File: src/rtl/shift_tx_if.sv
// Parallel-word handshake into the serial transmitter.
// The producer drives valid/data and the transmitter returns ready.
interface shift_tx_if #(
  parameter int WIDTH = 16
);
  logic             in_valid;
  logic             in_ready;
  logic [WIDTH-1:0] in_data;

  modport master (output in_valid, output in_data, input in_ready);
  modport slave  (input in_valid, input in_data, output in_ready);
endinterface

File: src/rtl/shift_tx.sv
// Parallel-to-serial transmitter feeding a shift-register chain, MSB first.
// A one-word pending buffer allows back-to-back words with no bubble.
module shift_tx #(
  parameter int WIDTH = 16,
  parameter int GAP   = 0,
  parameter int CNT_W = 16
) (
  input  logic             clk,
  input  logic             rst,
  shift_tx_if.slave        s_in,
  output logic             ser_data,
  output logic             shift_en,
  output logic             busy,
  output logic             word_done,
  output logic [CNT_W-1:0] word_count
);

  localparam int BCW    = $clog2(WIDTH);
  localparam int GAP_W  = (GAP > 1) ? $clog2(GAP) : 1;
  localparam bit NO_GAP = (GAP == 0);

  typedef enum logic [1:0] {
    ST_IDLE  = 2'd0,
    ST_SHIFT = 2'd1,
    ST_GAP   = 2'd2
  } state_t;

  state_t             r_state;
  logic [WIDTH-1:0]   r_pend;
  logic               r_pend_full;
  logic [WIDTH-1:0]   r_shift;
  logic [BCW-1:0]     r_bit_cnt;
  logic [GAP_W-1:0]   r_gap_cnt;
  logic               r_ser;
  logic               r_en;
  logic               r_done;
  logic               r_busy;
  logic [CNT_W-1:0]   r_count;

  logic w_ready;
  logic w_accept;
  logic w_last_bit;
  logic w_gap_end;
  logic w_free;
  logic w_load;
  logic w_to_idle;
  logic w_pend_full_nxt;
  logic w_busy_nxt;

  // Ready depends only on reset and buffer state, never on in_valid.
  assign w_ready    = !rst && !r_pend_full;
  assign w_accept   = s_in.in_valid && w_ready;
  assign w_last_bit = (r_state == ST_SHIFT) && (r_bit_cnt == BCW'(WIDTH - 1));
  assign w_gap_end  = (r_state == ST_GAP) && (r_gap_cnt == GAP_W'(GAP - 1));

  // The shifter can take a new word at this edge (idle, final bit without gap, or gap over).
  assign w_free          = (r_state == ST_IDLE) || (w_last_bit && NO_GAP) || w_gap_end;
  assign w_load          = w_free && r_pend_full;
  assign w_to_idle       = w_free && !r_pend_full;
  assign w_pend_full_nxt = w_accept || (r_pend_full && !w_load);
  assign w_busy_nxt      = !w_to_idle || w_pend_full_nxt;

  assign s_in.in_ready = w_ready;
  assign ser_data      = r_ser;
  assign shift_en      = r_en;
  assign busy          = r_busy;
  assign word_done     = r_done;
  assign word_count    = r_count;

  // Transmitter state machine, pending buffer and registered outputs.
  always_ff @(posedge clk) begin
    if (rst) begin
      r_state     <= ST_IDLE;
      r_pend      <= '0;
      r_pend_full <= 1'b0;
      r_shift     <= '0;
      r_bit_cnt   <= '0;
      r_gap_cnt   <= '0;
      r_ser       <= 1'b0;
      r_en        <= 1'b0;
      r_done      <= 1'b0;
      r_busy      <= 1'b0;
      r_count     <= '0;
    end else begin
      r_busy      <= w_busy_nxt;
      r_pend_full <= w_pend_full_nxt;
      if (w_accept) begin
        r_pend <= s_in.in_data;
      end
      if (w_last_bit) begin
        r_count <= r_count + CNT_W'(1);
      end
      if (w_load) begin
        // MSB goes out next cycle; the shifter keeps only the bits still to send.
        r_state   <= ST_SHIFT;
        r_ser     <= r_pend[WIDTH-1];
        r_shift   <= {r_pend[WIDTH-2:0], 1'b0};
        r_en      <= 1'b1;
        r_done    <= 1'b0;
        r_bit_cnt <= '0;
      end else begin
        case (r_state)
          ST_IDLE: begin
            r_ser  <= 1'b0;
            r_en   <= 1'b0;
            r_done <= 1'b0;
          end
          ST_SHIFT: begin
            if (w_last_bit) begin
              r_ser  <= 1'b0;
              r_en   <= 1'b0;
              r_done <= 1'b0;
              if (NO_GAP) begin
                r_state <= ST_IDLE;
              end else begin
                r_state   <= ST_GAP;
                r_gap_cnt <= '0;
              end
            end else begin
              r_bit_cnt <= r_bit_cnt + BCW'(1);
              r_ser     <= r_shift[WIDTH-1];
              r_shift   <= {r_shift[WIDTH-2:0], 1'b0};
              r_done    <= (r_bit_cnt == BCW'(WIDTH - 2));
            end
          end
          ST_GAP: begin
            r_ser  <= 1'b0;
            r_en   <= 1'b0;
            r_done <= 1'b0;
            if (w_gap_end) begin
              r_state <= ST_IDLE;
            end else begin
              r_gap_cnt <= r_gap_cnt + GAP_W'(1);
            end
          end
          default: begin
            r_state <= ST_IDLE;
            r_ser   <= 1'b0;
            r_en    <= 1'b0;
            r_done  <= 1'b0;
          end
        endcase
      end
    end
  end

endmodule

File: src/flat_wrapper.sv
// flat-port wrapper written by rule: the top's interface ports become plain ports
module shift_tx_flat 
#(
  parameter int WIDTH = 16,
  parameter int GAP   = 0,
  parameter int CNT_W = 16
)
  (clk, rst, ser_data, shift_en, busy, word_done, word_count, s_in_in_valid, s_in_in_data, s_in_in_ready);
  shift_tx_if #(.WIDTH(WIDTH)) s_in_i ();
  input  logic clk;
  input  logic rst;
  output logic ser_data;
  output logic shift_en;
  output logic busy;
  output logic word_done;
  output logic [CNT_W-1:0] word_count;
  input wire logic [$bits(s_in_i.in_valid)-1:0] s_in_in_valid;
  input wire logic [$bits(s_in_i.in_data)-1:0] s_in_in_data;
  output wire logic [$bits(s_in_i.in_ready)-1:0] s_in_in_ready;
  assign s_in_i.in_valid = s_in_in_valid;
  assign s_in_i.in_data = s_in_in_data;
  assign s_in_in_ready = s_in_i.in_ready;
  shift_tx #(.WIDTH(WIDTH), .GAP(GAP), .CNT_W(CNT_W)) u_core (.clk(clk), .rst(rst), .s_in(s_in_i), .ser_data(ser_data), .shift_en(shift_en), .busy(busy), .word_done(word_done), .word_count(word_count));
endmodule
File: config.mk
export PLATFORM = sky130hd
export DESIGN_NAME = shift_tx_flat
export DESIGN_NICKNAME = d
export VERILOG_FILES = /design/src/rtl/shift_tx_if.sv /design/src/rtl/shift_tx.sv /design/src/flat_wrapper.sv
export SDC_FILE = /design/constraint.sdc
export NUM_CORES = 1
export LEC_CHECK = 0
export BUFFER_PORTS_ARGS = -buffer_cell sky130_fd_sc_hd__buf_2
export CAP_MARGIN = 10
export CORE_MARGIN = 2
export CORE_UTILIZATION = 45
export DETAILED_ROUTE_END_ITERATION = 10
export PLACE_DENSITY = 0.74
export SYNTH_ARGS = -nofsm -noshare
export SYNTH_HDL_FRONTEND = slang
export SYNTH_SLANG_ARGS = --single-unit
File: constraint.sdc
create_clock -name clk -period 2.37 [get_ports clk]
set_clock_uncertainty 0.15 [all_clocks]
set_input_delay 0.237 -clock clk [delete_from_list [all_inputs] [get_ports clk]]
set_output_delay 0.237 -clock clk [all_outputs]
set_load 0.05 [all_outputs]
==> results by group, run 1 <==
Die
  – Die area: 6130 um2
  – Initial Util: 45.9%
  – # rows: 27
  – CORE AREA: 5410 um2
  – Boundary Pins: 40
  – Die Wd: 78.3 um
  – Die Span Y: 78.3 um

Route
  – WL final: 4.61 mm
  – Wire per inst: 11.6 um
  – Vias per cell: 4.92
  – Antenna-violating nets left: 0
  – First DRT Iteration DRCs: 61
  – DR vias: 1955
  – Post-route DRC: 0
  – Initial DRT Pass Iterations: 4

Clocking
  – Clock latency on the worst-skew pair: 330 ps
  – H-tree levels: 3
  – CTS tree: yes
  – Max clock buf depth: 2
  – Hold_buf cts: 16
  – CTS root buffer: clkbuf_8
  – PostCTS Resize Cnt: 0
  – Num Clock Sinks: 57
  – Reg clk slew, reported paths: 60 ps
  – TritonCTS buffer count: 9
  – Post-CTS setup buffer count: 0

STA
  – Fin. max-slew vios: 0
  – Normalized max-slew margin: 74.3%
  – Final Hold Violating Endpoints: 0
  – Fin crit period: 1990 ps
  – Setup tns final: 0 ps
  – Final WS setup: 378 ps
  – Period utilization: 84.0%
  – RSZ-0062 raised after global routing: no
  – Least-Margin Pin Slew: 382 ps
  – Fmax achieved: 502 MHz
  – Final Setup Violations: 0

Synthesis
  – Ys async rst share: 0%
  – Largest area contributor in the netlist: dfxtp_1
  – Syn Inst Count: 269
  – Ys flop type: dfxtp_1
  – Post-synth top area share: 45.9%
  – Synth Area per Inst: 9.23 um2
  – Post-synthesis register bit count: 57
  – YS warnings: 0
  – Seq/Total Area, Yosys: 45.9%
  – Largest cells by area after synthesis: dfxtp_1 46%, mux2i_1 6.9%, nand2b_1 5.3%
  – Post-synth EDFFs: 0
  – Mapped cell area: 2480 um2
  – Unique masters post-synth: 40
  – Synthesized Nets: 291

Finish
  – Layout cells sized above 1: 21.8%
  – Synth-to-layout area growth: 23.3%
  – ANT cells: 0
  – Final #Nets: 343
  – Final core utilization: 56.7%

Pwr
  – Sw Ratio: 23.1%
  – Pwr dens: 694 nW/um2
  – Switching Power: 0.491 mW
  – Worst VDD drop: 0.341 mV
  – Combinational share of power: 9.3%
  – Leak: 1.28 nW
  – Clk pwr share: 41.9%
  – Seq pwr share: 48.8%
  – Pint: 1.63 mW

Critical path
  – CP endpoint kind: flop
  – Reg2reg setup slack: 380 ps
  – CP startpoint kind: flop
  – WP data required: 2440 ps
  – CP Data Arrival Time: 2060 ps
  – CP max FO: 7
  – Setup CP Type: flop to flop

Worst hold path
  – Hold Path Class: primary input to flop

Status
  – Status: finished clean

Global routing
  – First-pass GRT wire length: 8.11 mm
  – Initial antenna violation count: 0
  – GRT Residual Overflow: 0
  – Number of global-route vias before repair: 1873
  – Largest net degree at the start of global routing: 40
  – All-Layer GR Usage: 16.8%

Placement
  – DP Worst Slack: 354 ps
  – Final Wtd Congestion: 0.761
  – Buffers on Ports: 39
  – Dpl hpwl: 2.91 mm

Run
  – Max cap viols: 0
layout make-up:
type                    instances  area [um2]
inverters                       4        15.0
well taps                      72        90.1
fillers                       502        2340
clock inverters                 3        40.0
multi-input cells             189        1220
repair buffers                 60         405
clock buffers                  12         155
flip-flops and latches         57        1140
critical path, cell delays in order (launching register included):
cell and delay [ps]:
dfxtp_1 400, ha_1 310, nand3_2 200, nor4_4 380
nand3_1 130, mux2_1 310
registers in the layout, indices dropped and copies added, names as in the netlist:
signal              flops
u_core.r_pend          16
u_core.word_count      16
u_core.r_shift         15
u_core.r_bit_cnt        4
u_core.busy             1
u_core.r_pend_full      1
u_core.r_state          1
u_core.ser_data         1
u_core.shift_en         1
u_core.word_done        1
through the flow:
stage	total power, mW	hold slack [ps]	instance area (um2)	std cells
after global placement	1.23	279	2710	366
after CTS	2.16	10.1	3060	397
after detailed placement	1.24	288	2710	366
after floorplan	1.19	196	2480	269
final	2.13	24.8	3060	397
after global routing	2.22	39.0	3060	397
routing by layer:
layer / routed length [um] / share of wire [%] / GRT usage [%]
met5: 0 / 0 / 0
met4: 65 / 1.4 / 5.79
met3: 208 / 4.5 / 6.90
met2: 2160 / 47 / 29.1
met1: 2180 / 47 / 18.7
synthesized netlist by cell type, types with 2 or more instances:
library cell and count:
dfxtp_1 57, buf_2 4, nor2b_1 2, buf_4 2, or3_1 2, a31o_2 3
nand3_1 11, xor2_1 3, nand4_4 2, nand3_2 2, nand2_1 21, a211oi_1 14
nor3_1 5, nor4_4 2, ha_1 3, nor4_1 2, xnor2_1 6, nand2b_1 21
mux2_1 2, inv_1 4, clkbuf_1 9, mux2i_1 17, o21ai_0 17, a21oi_1 8
nor2_1 34, clkbuf_8 2
path summary, 6_finish.rpt:
path | startpoint | endpoint | depth (start not counted)
setup / recovery | u_core.r_bit_cnt[0] | u_core.word_count[14] | 5
setup reg to reg | u_core.r_bit_cnt[0] | u_core.word_count[14] | 5
hold reg to reg | u_core.shift_en | u_core.shift_en | 1
hold / removal | s_in_in_valid | u_core.r_pend_full | 3
power by group through the flow:
stage / logic [mW] / registers, mW / clock network [mW]
final: 0.197 / 1.04 / 0.890
after global placement: 0.175 / 1.06 / 0
after CTS: 0.199 / 1.04 / 0.923
after floorplan: 0.129 / 1.06 / 0
after global routing: 0.220 / 1.04 / 0.951
after detailed placement: 0.178 / 1.06 / 0
cells by family (layout without fill, tap and decap cells):
group	after synthesis	after routing	synth area share [%]
DFF	57	57	45.9
AOI/OAI and AO/OA	45	45	11.2
and+or+nand+nor	112	112	24.8
buffers and inverters	23	79	5.09
xor gates and xnor gates	9	9	3.17
muxes	20	20	8.21
adders and majority gates	3	3	1.51
layout by cell type (no fill, tap or decap), types with 2 or more instances in the layout:
master	instances
nor3_1	5
nor4_4	2
xor2_1	3
dfxtp_1	57
buf_2	39
nand2_1	21
clkinv_2	2
a211oi_1	14
a21oi_1	8
dlygate4sd3_1	16
o21ai_0	17
nor4_1	2
buf_4	4
inv_1	4
mux2i_1	17
or3_1	2
nand3_2	2
nor2_1	34
a31o_2	3
xnor2_1	6
nand4_4	2
nor2b_1	2
nand3_1	11
ha_1	3
nand2b_1	21
mux2_1	2
clkbuf_8	11
(Power assumes the default switching activity.)
==> inputs of run 2 (changes only) <==
Settings changed: PLACE_DENSITY 0.74 to 0.76.
Clock period 2.37 ns to 1.7 ns, I/O delays scaled along.
==> results by group, run 2 (same netlist as run 1, synthesis figures left out) <==
Status
  – Status: finished clean (unchanged)

Clocking
  – TritonCTS buffer count: 9 (unchanged)
  – CTS tree: yes (unchanged)
  – CTS root buffer: clkbuf_8 (unchanged)
  – Num Clock Sinks: 57 (unchanged)
  – Clock latency on the worst-skew pair: 330 ps (about the same)
  – Max clock buf depth: 2 (unchanged)
  – H-tree levels: 3 (unchanged)
  – Reg clk slew, reported paths: 60 ps (about the same)

Critical path
  – CP max FO: 4 (was 7)
  – Cell Chain, Critical Path: ha_4, nand3_4, nor4_4, nand3_1, mux2_4 (was ha_1, nand3_2, nor4_4, nand3_1, mux2_1)
  – WP data required: 1770 ps (was 2440 ps)
  – Reg2reg setup slack: 50 ps (was 380 ps)
  – Max incr delay on CP: 380 ps (was 400 ps)
  – Worst Reg-to-Reg Cells: 5 (unchanged)
  – R2R Path End: u_core.word_count[14] (unchanged)
  – Setup CP Type: flop to flop (unchanged)
  – CP Data Arrival Time: 1720 ps (was 2060 ps)
  – CP startpoint kind: flop (unchanged)
  – Setup crit end: u_core.word_count[14] (unchanged)
  – Crit path max-delay cell type: dfxtp_4 (was dfxtp_1)
  – Crit path launch: u_core.word_count[0] (was u_core.r_bit_cnt[0])
  – CP endpoint kind: flop (unchanged)
  – FF-to-FF Start: u_core.word_count[0] (was u_core.r_bit_cnt[0])

STA
  – WHS: 155 ps (was 24.8 ps)
  – Fmax achieved: 604 MHz (was 502 MHz)
  – Least-Margin Pin Slew: 296 ps (was 382 ps)
  – Final Setup Violations: 0 (unchanged)
  – Period utilization: 97.4% (was 84.0%)
  – Fin. max-slew vios: 0 (unchanged)
  – Normalized max-slew margin: 80.1% (was 74.3%)
  – RSZ-0062 raised after global routing: yes (was no)
  – Fin crit period: 1650 ps (was 1990 ps)
  – Final Hold Violating Endpoints: 0 (unchanged)

Finish
  – ANT cells: 0 (unchanged)
  – Synth-to-layout area growth: 34.6% (was 23.3%)
  – Final #Nets: 356 (was 343)
  – Final core utilization: 61.9% (was 56.7%)
  – Commonest cells after routing, fill and taps aside: 43 x dfxtp_1, 39 x buf_2, 33 x nor2_1 (was 57 x dfxtp_1, 39 x buf_2, 34 x nor2_1)
  – Fillers: 472 (was 502)
  – Commonest non-fill, non-tap cell in the layout: dfxtp_1 (unchanged)
  – Layout cells sized above 1: 32.2% (was 21.8%)

Global routing
  – First-pass GRT wire length: 8.51 mm (was 8.11 mm)
  – GRT Residual Overflow: 0 (unchanged)
  – All-Layer GR Usage: 17.7% (was 16.8%)
  – Initial antenna violation count: 0 (unchanged)
  – Largest net degree at the start of global routing: 62 (was 40)
  – Number of global-route vias before repair: 1905 (was 1873)

Route
  – Antenna-violating nets left: 0 (unchanged)
  – First DRT Iteration DRCs: 97 (was 61)
  – WL final: 5.13 mm (was 4.61 mm)
  – DR vias: 2012 (was 1955)
  – Wire per inst: 12.5 um (was 11.6 um)
  – Post-route DRC: 0 (unchanged)
  – Vias per cell: 4.90 (was 4.92)
  – Initial DRT Pass Iterations: 4 (unchanged)

Die
  – Boundary Pins: 40 (unchanged)
  – # rows: 27 (unchanged)
  – Die Span Y: 78.3 um (unchanged)
  – Initial Util: 45.9% (unchanged)
  – Die Wd: 78.3 um (unchanged)
  – Die area: 6130 um2 (unchanged)
  – CORE AREA: 5410 um2 (unchanged)

Worst hold path
  – Hold path startpoint: rst (was s_in_in_valid)
  – Hold Path Class: primary input to flop (unchanged)

Pwr
  – Pwr dens: 922 nW/um2 (was 694 nW/um2)
  – Worst VDD drop: 0.717 mV (was 0.341 mV)
  – Leak: 1.39 nW (was 1.28 nW)

Placement
  – Buffers on Ports: 39 (unchanged)
  – Dpl hpwl: 3.10 mm (was 2.91 mm)
  – Final Wtd Congestion: 0.805 (was 0.761)

Run
  – Max cap viols: 0 (unchanged)
-- run 2: cell types whose count changed in the layout (fill, tap and decap cells not counted), sizes merged --
cell         before  now
inv               4    6
clkinv            2    1
dlygate4sd3      16   17
clkbuf           12   13
buf              44   55
-- run 2: what timing repair did --
action / 4_1_cts / 5_1_grt
setup endpoints to repair: 0 / 22
hold endpoints to repair: 17 / 0
setup buffers: 0 / 1
resized for setup: 0 / 12
hold buffers: 17 / 0
-- run 2: power by group --
part / switching [mW] / total, mW / internal, mW
combinational: 0.162 / 0.316 / 0.154
sequential: 0.0426 / 1.43 / 1.39
clock: 0.538 / 1.33 / 0.796
total: 0.743 / 3.08 / 2.34
-- run 2: critical path: cells and delay by family, from the launching register on --
| family | cells | cell delay, ps |
|---|---|---|
| simple gates | 3 | 570 |
| flops | 1 | 380 |
| fa+ha+maj | 1 | 150 |
| mux | 1 | 300 |
-- run 2: how the worst min path moves through the flow --
stage / endpoint / slack, ps / depth (start not counted)
5_1_grt: u_core.word_count[10] / 170 / 3
6_report: u_core.word_count[10] / 150 / 3
4_1_cts: u_core.r_bit_cnt[0] / 150 / 3
3_5_place_dp: u_core.r_pend[10] / 220 / 3
3_3_place_gp: u_core.r_pend[2] / 210 / 3
2_1_floorplan: u_core.r_pend[0] / 130 / 2
-- run 2: final cells by class --
class | instances | area (um2) | share of cell area [%]
clock buffer | 12 | 165 | 4.94
clock inverter | 4 | 47.5 | 1.42
inverter | 4 | 15.0 | 0.449
multi-input combinational | 189 | 1290 | 38.7
sequential | 57 | 1180 | 35.4
tap | 72 | 90.1 | 2.69
timing repair buffer | 73 | 548 | 16.4
-- run 2: routing by layer --
layer | part of all wire [%] | track usage [%] | vias to the layer above
met4 | 2.0 | 9.47 | 0
met3 | 3.3 | 4.48 | 9
met2 | 48 | 29.7 | 36
met5 | 0 | 0 | -
li1 | - | - | 1052
met1 | 47 | 20.7 | 915
-- run 2: per-stage QoR --
stage / std cells / total power [mW] / setup WS (ps) / instance area [um2] / setup TNS, ps
2_1_floorplan: 269 / 1.65 / -24.1 / 2550 / -24.1
3_3_place_gp: 376 / 1.72 / 43.4 / 2870 / 0
3_5_place_dp: 376 / 1.73 / 31.0 / 2870 / 0
4_1_cts: 409 / 3.10 / 1.45 / 3260 / 0
5_1_grt: 411 / 3.21 / -25.6 / 3340 / -45.0
6_report: 411 / 3.08 / 45.0 / 3340 / 0
